==> config.mk <==
export PLATFORM = sky130hd
export DESIGN_NAME = bank_stream_reader
export DESIGN_NICKNAME = d
export VERILOG_FILES = /design/src/rtl/bank_stream_pkg.sv /design/src/rtl/stream_skid_fifo.sv /design/src/rtl/bank_stream_reader.sv
export SDC_FILE = /design/constraint.sdc
export NUM_CORES = 1
export LEC_CHECK = 0
export ABC_CLOCK_PERIOD_IN_PS = 5170
export BUFFER_PORTS_ARGS = -buffer_cell sky130_fd_sc_hd__buf_2
export CAP_MARGIN = 20
export CORE_MARGIN = 8
export CORE_UTILIZATION = 55
export DETAILED_ROUTE_END_ITERATION = 8
export GPL_ROUTABILITY_DRIVEN = 0
export PLACE_DENSITY = 0.85
export SETUP_SLACK_MARGIN = 0.15
export SLEW_MARGIN = 10
export SYNTH_ARGS = -nofsm -noshare
export SYNTH_HDL_FRONTEND = slang
export SYNTH_SLANG_ARGS = --single-unit
==> constraint.sdc <==
create_clock -name clk -period 5.17 [get_ports clk]
set_input_delay 1.034 -clock clk [delete_from_list [all_inputs] [get_ports clk]]
set_output_delay 1.034 -clock clk [all_outputs]
set_load 0.01 [all_outputs]
==> src/rtl/bank_stream_pkg.sv <==
// Shared types for the bank stream reader: FSM states, lane width, skid FIFO depth.
// Pure declarations; no latency or backpressure of its own.
package bank_stream_pkg;

    typedef enum logic [1:0] {
        IDLE  = 2'd0,
        RUN   = 2'd1,
        DRAIN = 2'd2
    } stream_state_e;

    localparam int NUM_BANKS_DEF     = 16;
    localparam int D_WID_DEF         = 8;
    localparam int LANE_W            = NUM_BANKS_DEF * D_WID_DEF;
    localparam int STREAM_FIFO_DEPTH = 2;

    function automatic int lane_w(input int num_banks, input int d_wid);
        return num_banks * d_wid;
    endfunction

endpackage

==> src/rtl/stream_skid_fifo.sv <==
// Two-entry FIFO of {last, data} beats; a pushed beat is visible at the output the next cycle.
// Backpressure: the head entry is held stable until popped; the writer must never push while full.
module stream_skid_fifo
    import bank_stream_pkg::*;
#(
    parameter int W = 129
) (
    input  logic         clk,
    input  logic         rst,
    input  logic         push,
    input  logic [W-1:0] in_payload,
    input  logic         pop,
    output logic [W-1:0] out_payload,
    output logic [1:0]   count
);

    logic [W-1:0] mem [STREAM_FIFO_DEPTH];
    logic         wr_ptr;
    logic         rd_ptr;
    logic [1:0]   cnt_q;

    // One-bit pointers suffice because the depth is exactly two.
    always_ff @(posedge clk) begin
        if (rst) begin
            wr_ptr <= 1'b0;
            rd_ptr <= 1'b0;
            cnt_q  <= 2'd0;
            for (int i = 0; i < STREAM_FIFO_DEPTH; i++) begin
                mem[i] <= '0;
            end
        end else begin
            if (push) begin
                mem[wr_ptr] <= in_payload;
                wr_ptr      <= ~wr_ptr;
            end
            if (pop) begin
                rd_ptr <= ~rd_ptr;
            end
            case ({push, pop})
                2'b10:   cnt_q <= cnt_q + 2'd1;
                2'b01:   cnt_q <= cnt_q - 2'd1;
                default: cnt_q <= cnt_q;
            endcase
        end
    end

    assign out_payload = mem[rd_ptr];
    assign count       = cnt_q;

endmodule

==> src/rtl/bank_stream_reader.sv <==
// Streams length beats of NUM_BANKS bytes from banked port B; first beat 3 cycles after start (STREAM_STRIDE_EN adds a stride port).
// Backpressure: reads issue only with skid-FIFO credit, so out_ready low loses nothing and stalls issue.
module bank_stream_reader
    import bank_stream_pkg::*;
#(
    parameter int NUM_BANKS = 16,
    parameter int A_WID     = 10,
    parameter int D_WID     = 8,
    parameter int LEN_WID   = 11
) (
    input  logic                       clk,
    input  logic                       rst,
    input  logic                       start,
    input  logic [A_WID-1:0]           base_addr,
    input  logic [LEN_WID-1:0]         length,
`ifdef STREAM_STRIDE_EN
    input  logic [A_WID-1:0]           stride,
`endif
    output logic                       busy,
    output logic                       done,
    output logic                       bank_en,
    output logic                       bank_we,
    output logic [A_WID-1:0]           bank_addr,
    input  logic [NUM_BANKS*D_WID-1:0] bank_rdata,
    output logic                       out_valid,
    input  logic                       out_ready,
    output logic [NUM_BANKS*D_WID-1:0] out_data,
    output logic                       out_last
);

    localparam int LW = NUM_BANKS * D_WID;

    stream_state_e      state_q, state_d;
    logic [LEN_WID-1:0] len_q;
    logic [LEN_WID-1:0] issue_cnt;
    logic [A_WID-1:0]   addr_q;
    logic [A_WID-1:0]   addr_inc;
    logic               inflight;
    logic               inflight_last;
    logic               zero_done;
    logic [1:0]         fifo_cnt;
    logic               pop;
    logic               credit_ok;
    logic               issue;
    logic               final_issue;
    logic               accept;

`ifdef STREAM_STRIDE_EN
    logic [A_WID-1:0]   stride_q;
    assign addr_inc = stride_q;
`else
    assign addr_inc = A_WID'(1);
`endif

    assign accept      = (state_q == IDLE) && start;
    assign pop         = out_valid && out_ready;
    // A pop this cycle frees a slot by the time the new read lands.
    assign credit_ok   = ({1'b0, fifo_cnt} + {2'b00, inflight}) < 3'd2;
    assign issue       = (state_q == RUN) && (issue_cnt < len_q) && (credit_ok || pop);
    assign final_issue = issue && (issue_cnt == len_q - LEN_WID'(1));

    always_ff @(posedge clk) begin
        if (rst) begin
            state_q <= IDLE;
        end else begin
            state_q <= state_d;
        end
    end

    always_comb begin
        state_d = state_q;
        busy    = 1'b0;
        done    = zero_done;
        bank_en = issue;
        bank_we = 1'b0;
        case (state_q)
            IDLE: begin
                if (start && (length != '0)) begin
                    state_d = RUN;
                end
            end
            RUN: begin
                busy = 1'b1;
                if (final_issue) begin
                    state_d = DRAIN;
                end
            end
            DRAIN: begin
                busy = 1'b1;
                if (pop && out_last) begin
                    state_d = IDLE;
                    done    = 1'b1;
                end
            end
            default: state_d = IDLE;
        endcase
    end

    always_ff @(posedge clk) begin
        if (rst) begin
            len_q         <= '0;
            issue_cnt     <= '0;
            addr_q        <= '0;
            inflight      <= 1'b0;
            inflight_last <= 1'b0;
            zero_done     <= 1'b0;
`ifdef STREAM_STRIDE_EN
            stride_q      <= '0;
`endif
        end else begin
            zero_done     <= accept && (length == '0);
            inflight      <= issue;
            inflight_last <= final_issue;
            if (accept) begin
                len_q     <= length;
                addr_q    <= base_addr;
                issue_cnt <= '0;
`ifdef STREAM_STRIDE_EN
                stride_q  <= stride;
`endif
            end else if (issue) begin
                addr_q    <= addr_q + addr_inc;
                issue_cnt <= issue_cnt + LEN_WID'(1);
            end
        end
    end

    assign bank_addr = addr_q;
    assign out_valid = (fifo_cnt != 2'd0);

    stream_skid_fifo #(
        .W (LW + 1)
    ) u_fifo (
        .clk         (clk),
        .rst         (rst),
        .push        (inflight),
        .in_payload  ({inflight_last, bank_rdata}),
        .pop         (pop),
        .out_payload ({out_last, out_data}),
        .count       (fifo_cnt)
    );

endmodule
# ---- Word-level counts from Yosys, hierarchy flattened
# Memory sizes are Yosys's and may differ from the RTL's. A register that Yosys moved wholly into a read port is not among the register bits.
# Index checks and enable logic that the tools add are counted.
dict set report classes {
  n_addsub 6
  bitwise_logic 2
  reduce_logical 19
  n_mux 20
  eq_ne 8
  order_cmp 2
}
# operator n
set op_table {}
lappend op_table {{two-way mux 129 bit} 1}
lappend op_table {{OR reduction 129 bit} 1}
lappend op_table {{two-way mux 10 bit} 2}
lappend op_table {{two-way mux 1 bit} 12}
lappend op_table {{adder 11 x 1 -> 11 bit, second input constant} 1}
lappend op_table {{== test 11 bit} 1}
lappend op_table {{zero test 11 bit} 1}
lappend op_table {{< comparator 11 bit} 1}
lappend op_table {{nonzero test 11 bit} 1}
lappend op_table {{subtractor 11 x 1 -> 11 bit, second input constant} 1}
lappend op_table {{adder 10 x 1 -> 10 bit, second input constant} 1}
lappend op_table {{logical AND 1 bit} 8}
lappend op_table {{two-way mux 2 bit} 3}
lappend op_table {{one-hot mux 2 bit (3 select lines)} 1}
lappend op_table {{nonzero test 2 bit} 3}
lappend op_table {{== test 2 x 1 -> 1 bit, second input constant} 2}
lappend op_table {{== test 2 bit, second input constant} 2}
lappend op_table {{!= test 2 bit, second input constant} 2}
lappend op_table {{one-hot mux 2 bit (2 select lines)} 1}
lappend op_table {{OR reduction 2 bit} 2}
lappend op_table {{adder 2 x 1 -> 3 bit} 1}
lappend op_table {{< comparator 3 x 2 -> 1 bit, second input constant} 1}
lappend op_table {{AND reduction 3 bit} 1}
lappend op_table {{adder 2 x 1 -> 2 bit, second input constant} 1}
lappend op_table {{5 further kinds} 6}
dict set report word_totals {
  output_inout_bits 144
  ff_bits 41
  n_memories 1
  ram_bits 258
  elab_cells 68
}
# name depth width rd rd_ports_with_merged_regs wr line
set mem_list {}
lappend mem_list {u_fifo.mem 2 129 1 1 2 stream_skid_fifo.sv:17} ;# logic [W-1:0] mem [STREAM_FIFO_DEPTH];

# ---- Depth between registers and ports, before layout
# Gate-level depths: netlist of run 1.
dict set report depth {
  depth_word 7
  mapped_depth 9
  ltp_nobuf 9
}

# ---- Hierarchy
# From an unflattened synthesis of run 1, not the netlist that was laid out.
dict set report hier_totals {
  hier_cells 1148
  area_unflattened_um2 14123.5
}
# mod cells_per_inst area_each_um2 n_inst
set modules_own_cells {}
lappend modules_own_cells {stream_skid_fifo 854 11790.1 1}
lappend modules_own_cells {bank_stream_reader 294 2333.5 1}

# ---- Worst setup path after synthesis of run 1
# Ideal clock, no wire load.
dict set report synth_timing {
  path_type {input to register}
  from {input rst}
  to {memory u_fifo.mem[0][0], enable pin}
  setup_time_ns 0.487
  path_stages 3
  required_time_ns 4.683
  arrival_ns 4.016
  slack_ns 0.667
  path_cell_list {buf_2 > buf_2 > a21o_1}
}
# item line
set synth_lines {}
lappend synth_lines {{start, declared} bank_stream_reader.sv:12} ;# input logic rst,
lappend synth_lines {{end, declared} stream_skid_fifo.sv:17}

# ---- Worst setup path after layout of run 1
dict set report layout_timing {
  from {register len_q[1]}
  to {output bank_en}
}
dict set report layout_via {
  elab_chain_cells 3
}
# item line
set layout_lines {}
lappend layout_lines {{start, declared} bank_stream_reader.sv:34} ;# logic [LEN_WID-1:0] len_q;
lappend layout_lines {{start signal, assigned} bank_stream_reader.sv:115} ;# len_q <= length;
lappend layout_lines {{< comparator 11 bit} bank_stream_reader.sv:59} ;# assign issue = (state_q == RUN) && (issue_cnt < len_q) && (credit_ok || pop);
lappend layout_lines {{logical AND 1 bit (2 in a row)} bank_stream_reader.sv:59}
lappend layout_lines {{end, declared} bank_stream_reader.sv:21} ;# output logic bank_en,
# Every way passes these cells.

==> results of run 1 <==
-- final cells by class --
class	count	area, um^2	area share, %
timing repair buffer	303	1619	9.846
tap	324	405.4	2.465
inverter	20	75.07	0.4565
clock inverter	19	182.7	1.111
multi-input combinational	637	4777	29.05
antenna	8	20.02	0.1217
sequential	300	8592	52.25
clock buffer	36	773.2	4.702
-- sequential cells by signal, indices dropped and copies added (netlist names), named ones only --
| register | cells |
|---|---|
| bank_addr | 10 |
| inflight | 1 |
| inflight_last | 1 |
| issue_cnt | 11 |
| len_q | 11 |
| state_q | 2 |
| u_fifo.count | 2 |
| u_fifo.mem | 258 |
| u_fifo.rd_ptr | 1 |
| u_fifo.wr_ptr | 1 |
| zero_done | 1 |
-- layer usage --
layer / track usage [%] / up-vias / part of all wire (%)
met5: 0 / - / 0.039
met1: 25.41 / 4359 / 40
met4: 8.301 / 2 / 3.4
li1: - / 4182 / -
met3: 4.661 / 67 / 6.9
met2: 36.54 / 348 / 50
-- worst min-delay path by stage --
stage	endpoint	cells past startpoint
global route	len_q[10]	2
global placement	len_q[10]	2
CTS	len_q[10]	2
finish	len_q[10]	2
detailed placement	len_q[10]	2
floorplan	len_q[10]	2
-- per-stage QoR --
step	setup WS [ns]	utilization (%)	cells	power (mW)	hold WS [ns]
6_report	1.258	67.42	1647	5.875	0.4913
5_1_grt	1.073	67.42	1647	6.086	0.5295
4_1_cts	1.293	67.23	1638	5.910	0.4941
3_5_place_dp	1.575	63.31	1583	3.808	0.4855
3_3_place_gp	1.663	63.31	1583	3.783	0.4788
2_1_floorplan	0.6670	-	1017	3.429	0.4626
-- logic make-up after synthesis --
family                   after synthesis  synth area share [%]
AO/OA/AOI/OAI                         59                 3.122
flip-flops                           300                 62.84
adder cells (fa/ha/maj)               18                 1.648
buffers and inverters                 80                 2.353
AND/OR/NAND/NOR                      395                 17.08
XOR/XNOR                              34                 2.234
other                                  1               0.02744
multiplexers                         130                 10.69
-- worst register-to-register path, delay by kind of cell, from the launching register on --
| family | cells | cell delay [ns] |
|---|---|---|
| AO/OA/AOI/OAI | 3 | 0.95 |
| adder cells (fa/ha/maj) | 1 | 0.29 |
| buffers and inverters | 1 | 0.10 |
| flip-flops | 1 | 0.44 |
| AND/OR/NAND/NOR | 3 | 0.94 |
-- power groups by stage --
stage	clock, mW	combinational, mW	sequential [mW]
CTS	2.14	0.909	2.86
global route	2.24	0.974	2.87
detailed placement	0	0.899	2.91
floorplan	0	0.559	2.87
finish	2.11	0.904	2.86
global placement	0	0.885	2.90
-- placed cells by master (no fill, tap or decap), types with 7 or more instances in the layout --
cell and count:
and2_1 264, buf_2 295, nand4_1 12, xor2_1 20, clkbuf_16 30, nand3_1 10
a21oi_1 17, edfxtp_1 258, dfxtp_1 41, a211oi_1 10, mux2_2 128, nor2_1 29
xnor2_1 13, diode_2 8, inv_1 20, nor3_1 7, nand2_1 35, ha_1 18
and3_1 7
==> impl_metrics.ini, run 1 <==
[run_status]
status = finished, final reports clean

[timing]
hold_viol_final = 0
setup_viol = 0
period_share_pct = 75.67
fin_skew_ns = 0.02918
rsz0062_at_grt = false
max_slew_margin_pct = 31.51
max_freq_mhz = 255.6
worst_slew_pin_slew_ns = 1.027
tns_ns = 0
fin_crit_ns = 3.912
drv_slew = 0

[global_route]
grt_first_pass_wirelength_um = 51160
track_usage_pct = 21.14
grt_overflow = 0
grt_pass1_vias = 9425
antenna_found_initial = 9
grt_max_degree = 130

[yosys]
synth_edf_count = 258
syn_nets = 1188
ys_seq_elements = 300
syn-cell-area_um2 = 13670
synth.area.top_cells = edfxtp_1, and2_1, mux2_2
synth.most_common_cell = and2_1
yosysTopAreaCell = edfxtp_1
synth.top_cell.area_share_pct = 56.69
ys.warnings.count = 0
avgSynthCellArea_um2 = 13.44
async_flop_share_pct = 0
synth_cells = 1017
synth.distinct_cells = 56
ys_seq_area_share_pct = 62.84
ys.flop_type = edfxtp_1
ys_top_cells_by_count = and2_1, edfxtp_1, mux2_2

[clock_network]
cts_buffer_depth = 3
clkTransAtPathRegs_ns = 0.06
h-tree-depth = 1
cts_resized = 0
cts_tree = yes
cts_sinks = 300
worstSkewPairLatency_ns = 0.56
numCtsBuffers = 30
cts_setup_buffers = 0
cts_root_buffer = clkbuf_16
holdBufCountCts = 0

[placement]
place_area_um2 = 15440
port_buffers = 295
dpl.hpwl_um = 21930

[route]
wirelength_um = 33100
first_pass_iters = 5
via_per_inst = 5.439
drcViolationCount = 0
wl_per_cell_um = 20.10
vias = 8958
ant_nets = 0
drt_iter0_drc = 755

[critical_path]
cp_common_cell = inv_1
worst-path-max-fanout = 14
worst-path-buf-inv = 3
crit_family = compound AO/OA/AOI/OAI gates
worst_setup_path_start_kind = flop
crit_end = bank_en
path_cells = inv_1 -> ha_1 -> nor2b_1 -> o211ai_1 -> a211o_1 -> nand2_1 -> inv_1 -> buf_2
crit_cells = 8
crit_start = len_q[1]
r2r-end = bank_addr[9]
critical_path_class = reg -> out
endpoint_kind = output pin
r2r_slack_ns = 2.35
arrival_ns = 2.88
slowest_delay_ns = 0.46
slowest_stage = a211o_1
r2r_start = len_q[1]
worstPathRequired_ns = 4.14
r2r_cells = 8

[power_and_ir_drop]
seqPwrFrac_pct = 48.6
power.leakage_nw = 6.754
pwr-share-comb_pct = 15.4
powerDensity_nw_per_um2 = 357.2
switchingPower_mw = 1.476
p_int_mw = 4.399
irDropWorstVdd_v = 0.0002356
clockPowerShare_pct = 36.0
switching_share_pct = 25.13

[cells_and_area]
nNetsFinal = 1463
design_area_um2 = 16440
drive_gt1_share_pct = 37.49
nFillCells = 1677
area_growth_pct = 20.32

[hold_path]
hp-start = len_q[10]
hold_class = reg -> reg

[floorplanning]
start_util_pct = 56.03
ios = 297
rows = 57
die_h_um = 173.6
dieArea_um2 = 30150
die_width_um = 173.6
coreArea_um2 = 24390

[job]
max-cap-violations = 0
Note: power is estimated with default switching activity, not from simulation.
==> inputs of run 2 (changes only) <==
--- a/config.mk
+++ b/config.mk
@@ -5,7 +5,7 @@
 export SDC_FILE = /design/constraint.sdc
 export NUM_CORES = 1
 export LEC_CHECK = 0
-export ABC_CLOCK_PERIOD_IN_PS = 5170
+export ABC_CLOCK_PERIOD_IN_PS = 4000
 export BUFFER_PORTS_ARGS = -buffer_cell sky130_fd_sc_hd__buf_2
 export CAP_MARGIN = 20
 export CORE_MARGIN = 8
==> constraint.sdc (replaced) <==
create_clock -name clk -period 4 [get_ports clk]
set_input_delay 0.8 -clock clk [delete_from_list [all_inputs] [get_ports clk]]
set_output_delay 0.8 -clock clk [all_outputs]
set_load 0.01 [all_outputs]
==> run 2 against run 1 <==
Net effect: die area unchanged; wire length fell by 3.5%; register-to-register slack worse by 1.1 ns; hold slack got worse by 0.0022 ns; sequential share of layout area rose by 0.095 points; total power up 28%; non-clock buffer count increased by 1; setup slack lost 0.76 ns; via count decreased by 0.16%.
==> impl_metrics.ini, run 2 (synthesis results as in run 1) <==
[placement]
dpl.hpwl_um = 21530
post-place-ws_ns = 1.108
port_buffers = 295

[clock_network]
cts_buffer_depth = 3
clkTransAtPathRegs_ns = 0.06
cts_sinks = 300
numCtsBuffers = 30
worstSkewPairLatency_ns = 0.54
h-tree-depth = 1
holdBufCountCts = 0
cts_setup_buffers = 0
cts_root_buffer = clkbuf_16
cts_tree = yes
cts_resized = 0

[route]
via_per_inst = 5.434
ant_nets = 0
first_pass_iters = 5
wl_per_cell_um = 19.41
drcViolationCount = 0
vias = 8944
wirelength_um = 31950
drt_iter0_drc = 628

[cells_and_area]
top_register = u_fifo.mem
nNetsFinal = 1464
seq_area_um2 = 8592
area_growth_pct = 20.10
multi_input_area_um2 = 4777
layout_commonest_cell = buf_2
reg_top3 = u_fifo.mem x258, issue_cnt x11, len_q x11
mostFrequentLayoutCells = buf_2, and2_1, edfxtp_1
drive_gt1_share_pct = 37.52
largest_reg_flops = 258
nFillCells = 1756
fin_util_pct = 67.30

[timing]
max_freq_mhz = 285.2
period_share_pct = 87.67
fin_crit_ns = 3.507
max_slew_margin_pct = 42.88
tns_ns = 0
hold_viol_final = 0
rsz0062_at_grt = false
fin_ws_ns = 0.4931
setup_viol = 0
fin_skew_ns = 0.01510
worst_slew_pin_slew_ns = 0.8569
drv_slew = 0

[power_and_ir_drop]
power_mw = 7.494
irDropWorstVdd_v = 0.0002950
powerDensity_nw_per_um2 = 456.6
power.leakage_nw = 6.749

[global_route]
grt_first_pass_wirelength_um = 49960
grt_pass1_vias = 9306
track_usage_pct = 20.42
grt_max_degree = 130
antenna_found_initial = 8
grt_overflow = 0

[critical_path]
worstPathRequired_ns = 3.20
slowest_stage = a211o_1
slowest_delay_ns = 0.43
worst_setup_path_start_kind = flop
cp_common_cell = inv_1
endpoint_kind = output pin
critical_path_class = reg -> out
path_cells = inv_1 -> ha_1 -> nor2b_1 -> o211ai_1 -> a211o_1 -> nand2_1 -> inv_1 -> buf_2
worst-path-max-fanout = 14
arrival_ns = 2.71

[floorplanning]
coreArea_um2 = 24390
rows = 57
start_util_pct = 56.03
dieArea_um2 = 30150
ios = 297
die_h_um = 173.6
die_width_um = 173.6

[job]
max-cap-violations = 0

[run_status]
status = finished, final reports clean

[hold_path]
hold_class = reg -> reg
-- run 2: changes by cell type in the layout (fill, tap and decap cells not counted) --
cell	delta
clkinv_1	-3
bufinv_16	-1
clkinv_2	+2
clkinvlp_4	-2
buf_12	+1
buf_4	+1
clkinv_8	-1
clkbuf_1	+2
buf_16	-1
inv_6	-1
clkinv_4	+1
clkbuf_16	+1
-- run 2: per-stage QoR --
step / cells / hold WS (ns) / instance area, um^2
4_1_cts: 1638 / 0.4905 / 16390
3_3_place_gp: 1585 / 0.4723 / 15470
5_1_grt: 1646 / 0.5018 / 16410
6_report: 1646 / 0.4891 / 16410
3_5_place_dp: 1585 / 0.4816 / 15470
2_1_floorplan: 1017 / 0.4626 / 13670
-- run 2: path summary, 6_finish.rpt --
check / slack (ns) / from / cells past startpoint / to
worst min-delay path: 0.49 / len_q[10] / 2 / len_q[10]
worst max register to register: 1.28 / len_q[1] / 8 / bank_addr[9]
worst max-delay path: 0.49 / len_q[1] / 8 / bank_en
worst min register to register: 0.49 / len_q[10] / 2 / len_q[10]
-- run 2: power by group --
group          switching, mW  internal, mW
logic                  0.638         0.532
clock network           1.11          1.54
registers             0.0909          3.58
total                   1.84          5.65
-- run 2: metal layers --
layer	global-route usage, %	wire (um)	up-vias
li1	-	-	4174
met1	25.34	12630	4364
met2	34.69	16000	348
met3	4.247	2304	58
met4	7.695	1009	0
met5	0	0	-
-- run 2: worst max-delay path, delay by kind of cell, from the launching register on --
kind | cells | cell delay [ns]
AO/OA/AOI/OAI | 2 | 0.63
buffers and inverters | 3 | 0.49
flip-flops | 1 | 0.40
adder cells (fa/ha/maj) | 1 | 0.28
AND/OR/NAND/NOR | 2 | 0.37
-- run 2: cell type report --
class                   instances  share of cell area (%)
flip-flops and latches        300                   52.34
multi-input cells             637                   29.10
repair buffers                304                   9.864
clock buffers                  39                   4.909
well taps                     324                   2.470
clock inverters                14                  0.7318
inverters                      20                  0.4574
diodes                          8                  0.1220
==> inputs of run 3 (changes only) <==
--- a/config.mk
+++ b/config.mk
@@ -5,14 +5,17 @@
 export SDC_FILE = /design/constraint.sdc
 export NUM_CORES = 1
 export LEC_CHECK = 0
+export ABC_AREA = 1
 export ABC_CLOCK_PERIOD_IN_PS = 4000
 export BUFFER_PORTS_ARGS = -buffer_cell sky130_fd_sc_hd__buf_2
 export CAP_MARGIN = 20
 export CORE_MARGIN = 8
 export CORE_UTILIZATION = 55
+export CTS_CLUSTER_SIZE = 28
 export DETAILED_ROUTE_END_ITERATION = 8
 export GPL_ROUTABILITY_DRIVEN = 0
 export PLACE_DENSITY = 0.85
+export REMOVE_ABC_BUFFERS = 1
 export SETUP_SLACK_MARGIN = 0.15
 export SLEW_MARGIN = 10
 export SYNTH_ARGS = -nofsm -noshare
==> run 3 against run 2 <==
Net effect: sequential share of layout area up 0.68 points; critical endpoint unchanged; sequential power grew 8.2%; largest power group unchanged; total power rose by 18%.
==> impl_metrics.ini, run 3 <==
[clock_network]
cts_root_buffer = clkbuf_16
cts_setup_buffers = 0
cts_resized = 0
worstSkewPairLatency_ns = 0.55
numCtsBuffers = 31
holdBufCountCts = 0
cts_buffer_depth = 3
cts_tree = yes
cts_sinks = 300
h-tree-depth = 1
clkTransAtPathRegs_ns = 0.06

[hold_path]
hp-start = u_fifo.rd_ptr
min_to = u_fifo.rd_ptr
hold_class = reg -> reg
min_path_cells = 1

[yosys]
synth_edf_count = 258
synth.top_cell.area_share_pct = 57.55
ys_seq_elements = 300
synth.area.top_cells = edfxtp_1, mux2_2, nor2_1
ys.flop_type = edfxtp_1
avgSynthCellArea_um2 = 11.15
syn-cell-area_um2 = 13460
synth_cells = 1207
async_flop_share_pct = 0
ys.warnings.count = 0
ys_seq_area_share_pct = 63.79
ys_top_cells_by_count = nor2_1, edfxtp_1, inv_1
yosysTopAreaCell = edfxtp_1
synth.most_common_cell = nor2_1
synth.distinct_cells = 34

[timing]
fin_crit_ns = 3.201
drv_slew = 0
hold_viol_final = 0
max_slew_margin_pct = 40.70
worst_slew_pin_slew_ns = 0.8896
max_freq_mhz = 312.4
tns_ns = 0
fin_skew_ns = 0.01088
period_share_pct = 80.04
rsz0062_at_grt = false
setup_viol = 0

[route]
first_pass_iters = 7
drcViolationCount = 0
wl_per_cell_um = 17.93
ant_nets = 0
drt_iter0_drc = 944
wirelength_um = 33050
vias = 9601
via_per_inst = 5.209

[cells_and_area]
area_growth_pct = 20.35
nFillCells = 1707
drive_gt1_share_pct = 32.32
reg_top3 = u_fifo.mem x258, issue_cnt x11, len_q x11
nNetsFinal = 1664
mostFrequentLayoutCells = buf_2, nor2_1, edfxtp_1
fin_util_pct = 67.02
top_register = u_fifo.mem
layout_commonest_cell = buf_2
largest_reg_flops = 258

[global_route]
grtUsageMet3_pct = 4.224
grt_use_met1_pct = 25.67
track_usage_pct = 21.22
antenna_found_initial = 3
grt_pass1_vias = 9689
gr-max-usage-layer = met2
grt_util_met2_pct = 37.23
grt_overflow = 0
grt_first_pass_wirelength_um = 49580
grt_max_degree = 131

[power_and_ir_drop]
power.leakage_nw = 7.354
irDropWorstVdd_v = 0.0004394
powerDensity_nw_per_um2 = 547.2

[critical_path]
worst_setup_path_start_kind = flop
r2r_cells = 11
arrival_ns = 2.40
worst-path-max-fanout = 8
critical_path_class = reg -> out
r2r_start = len_q[2]
worstPathRequired_ns = 3.20
endpoint_kind = output pin
r2r_slack_ns = 1.57
r2r-end = bank_addr[1]

[placement]
port_buffers = 295
dpl.hpwl_um = 22110

[job]
max-cap-violations = 0

[floorplanning]
dieArea_um2 = 29740
coreArea_um2 = 24180
start_util_pct = 55.68
rows = 57
die_h_um = 172.5
ios = 297
die_width_um = 172.5

[run_status]
status = finished, final reports clean
run 3: cell count changes in the layout (fill, tap and decap cells not counted), moves of 6 or more:
cell      before  now
nand4_1       12    4
and3_1         7    0
nand2_1       35   85
o21ai_0        5   32
xor2_1        20    5
a211oi_1      10    2
nand3_1       10   45
nor2_1        29  292
inv_1         20  173
a21oi_1       17   25
or3_1          6    0
and2_1       264    0
run 3: layout make-up:
| class | count | area, um^2 | area share [%] |
|---|---|---|---|
| multi-input combinational | 680 | 4014 | 24.77 |
| sequential | 300 | 8592 | 53.03 |
| clock inverter | 13 | 92.59 | 0.5714 |
| clock buffer | 43 | 820.8 | 5.066 |
| inverter | 175 | 656.9 | 4.054 |
| tap | 324 | 405.4 | 2.502 |
| antenna | 3 | 7.507 | 0.04633 |
| timing repair buffer | 305 | 1614 | 9.961 |
run 3: report_power, final:
group / internal (mW) / switching [mW] / leakage [nW] / total, mW
combinational: 0.950 / 1.33 / 3.90 / 2.28
clock: 1.49 / 1.13 / 0.441 / 2.61
sequential: 3.75 / 0.221 / 3.01 / 3.97
total: 6.19 / 2.68 / 7.35 / 8.87
run 3: per-stage QoR:
stage	hold slack (ns)	power, mW	instance area, um^2	std cells	setup slack, ns
after floorplan	0.4265	5.478	13220	1155	-4.049
after global placement	0.4295	6.232	15280	1784	1.368
after detailed placement	0.4430	6.288	15280	1784	1.375
after CTS	0.4524	8.909	16200	1840	0.7807
after global routing	0.4666	9.263	16200	1843	0.6059
final	0.4541	8.867	16200	1843	0.7985
run 3: critical path, stage by stage, from the launching register on:
cell	delay [ns]
dfxtp_1	0.39
inv_1	0.10
ha_1	0.32
a21oi_1	0.13
o21ai_0	0.09
nand3_1	0.08
nand4_1	0.08
nor2_1	0.42
buf_2	0.23
run 3: cells by family after synthesis:
logic type	synth area share, %
AND/OR/NAND/NOR	13.67
flip-flops	63.79
buffers and inverters	6.654
multiplexers	10.79
AO/OA/AOI/OAI	2.546
adder cells (fa/ha/maj)	1.673
XOR/XNOR	0.8457
other	0.02785
run 3: worst max-delay path by stage:
| stage | start | end | slack [ns] |
|---|---|---|---|
| after floorplan | rst | u_fifo.mem[1][0] | -4.05 |
| after global placement | flop | out_data[104] | 1.37 |
| after detailed placement | flop | out_data[100] | 1.38 |
| after CTS | flop | out_data[100] | 0.78 |
| after global routing | len_q[2] | bank_en | 0.61 |
| final | len_q[2] | bank_en | 0.80 |
run 3: routing by layer:
layer | up-vias | wire length (um)
met4 | 0 | 1008
met1 | 4539 | 12550
met3 | 70 | 3101
met2 | 419 | 16400
met5 | - | 0
li1 | 4573 | -
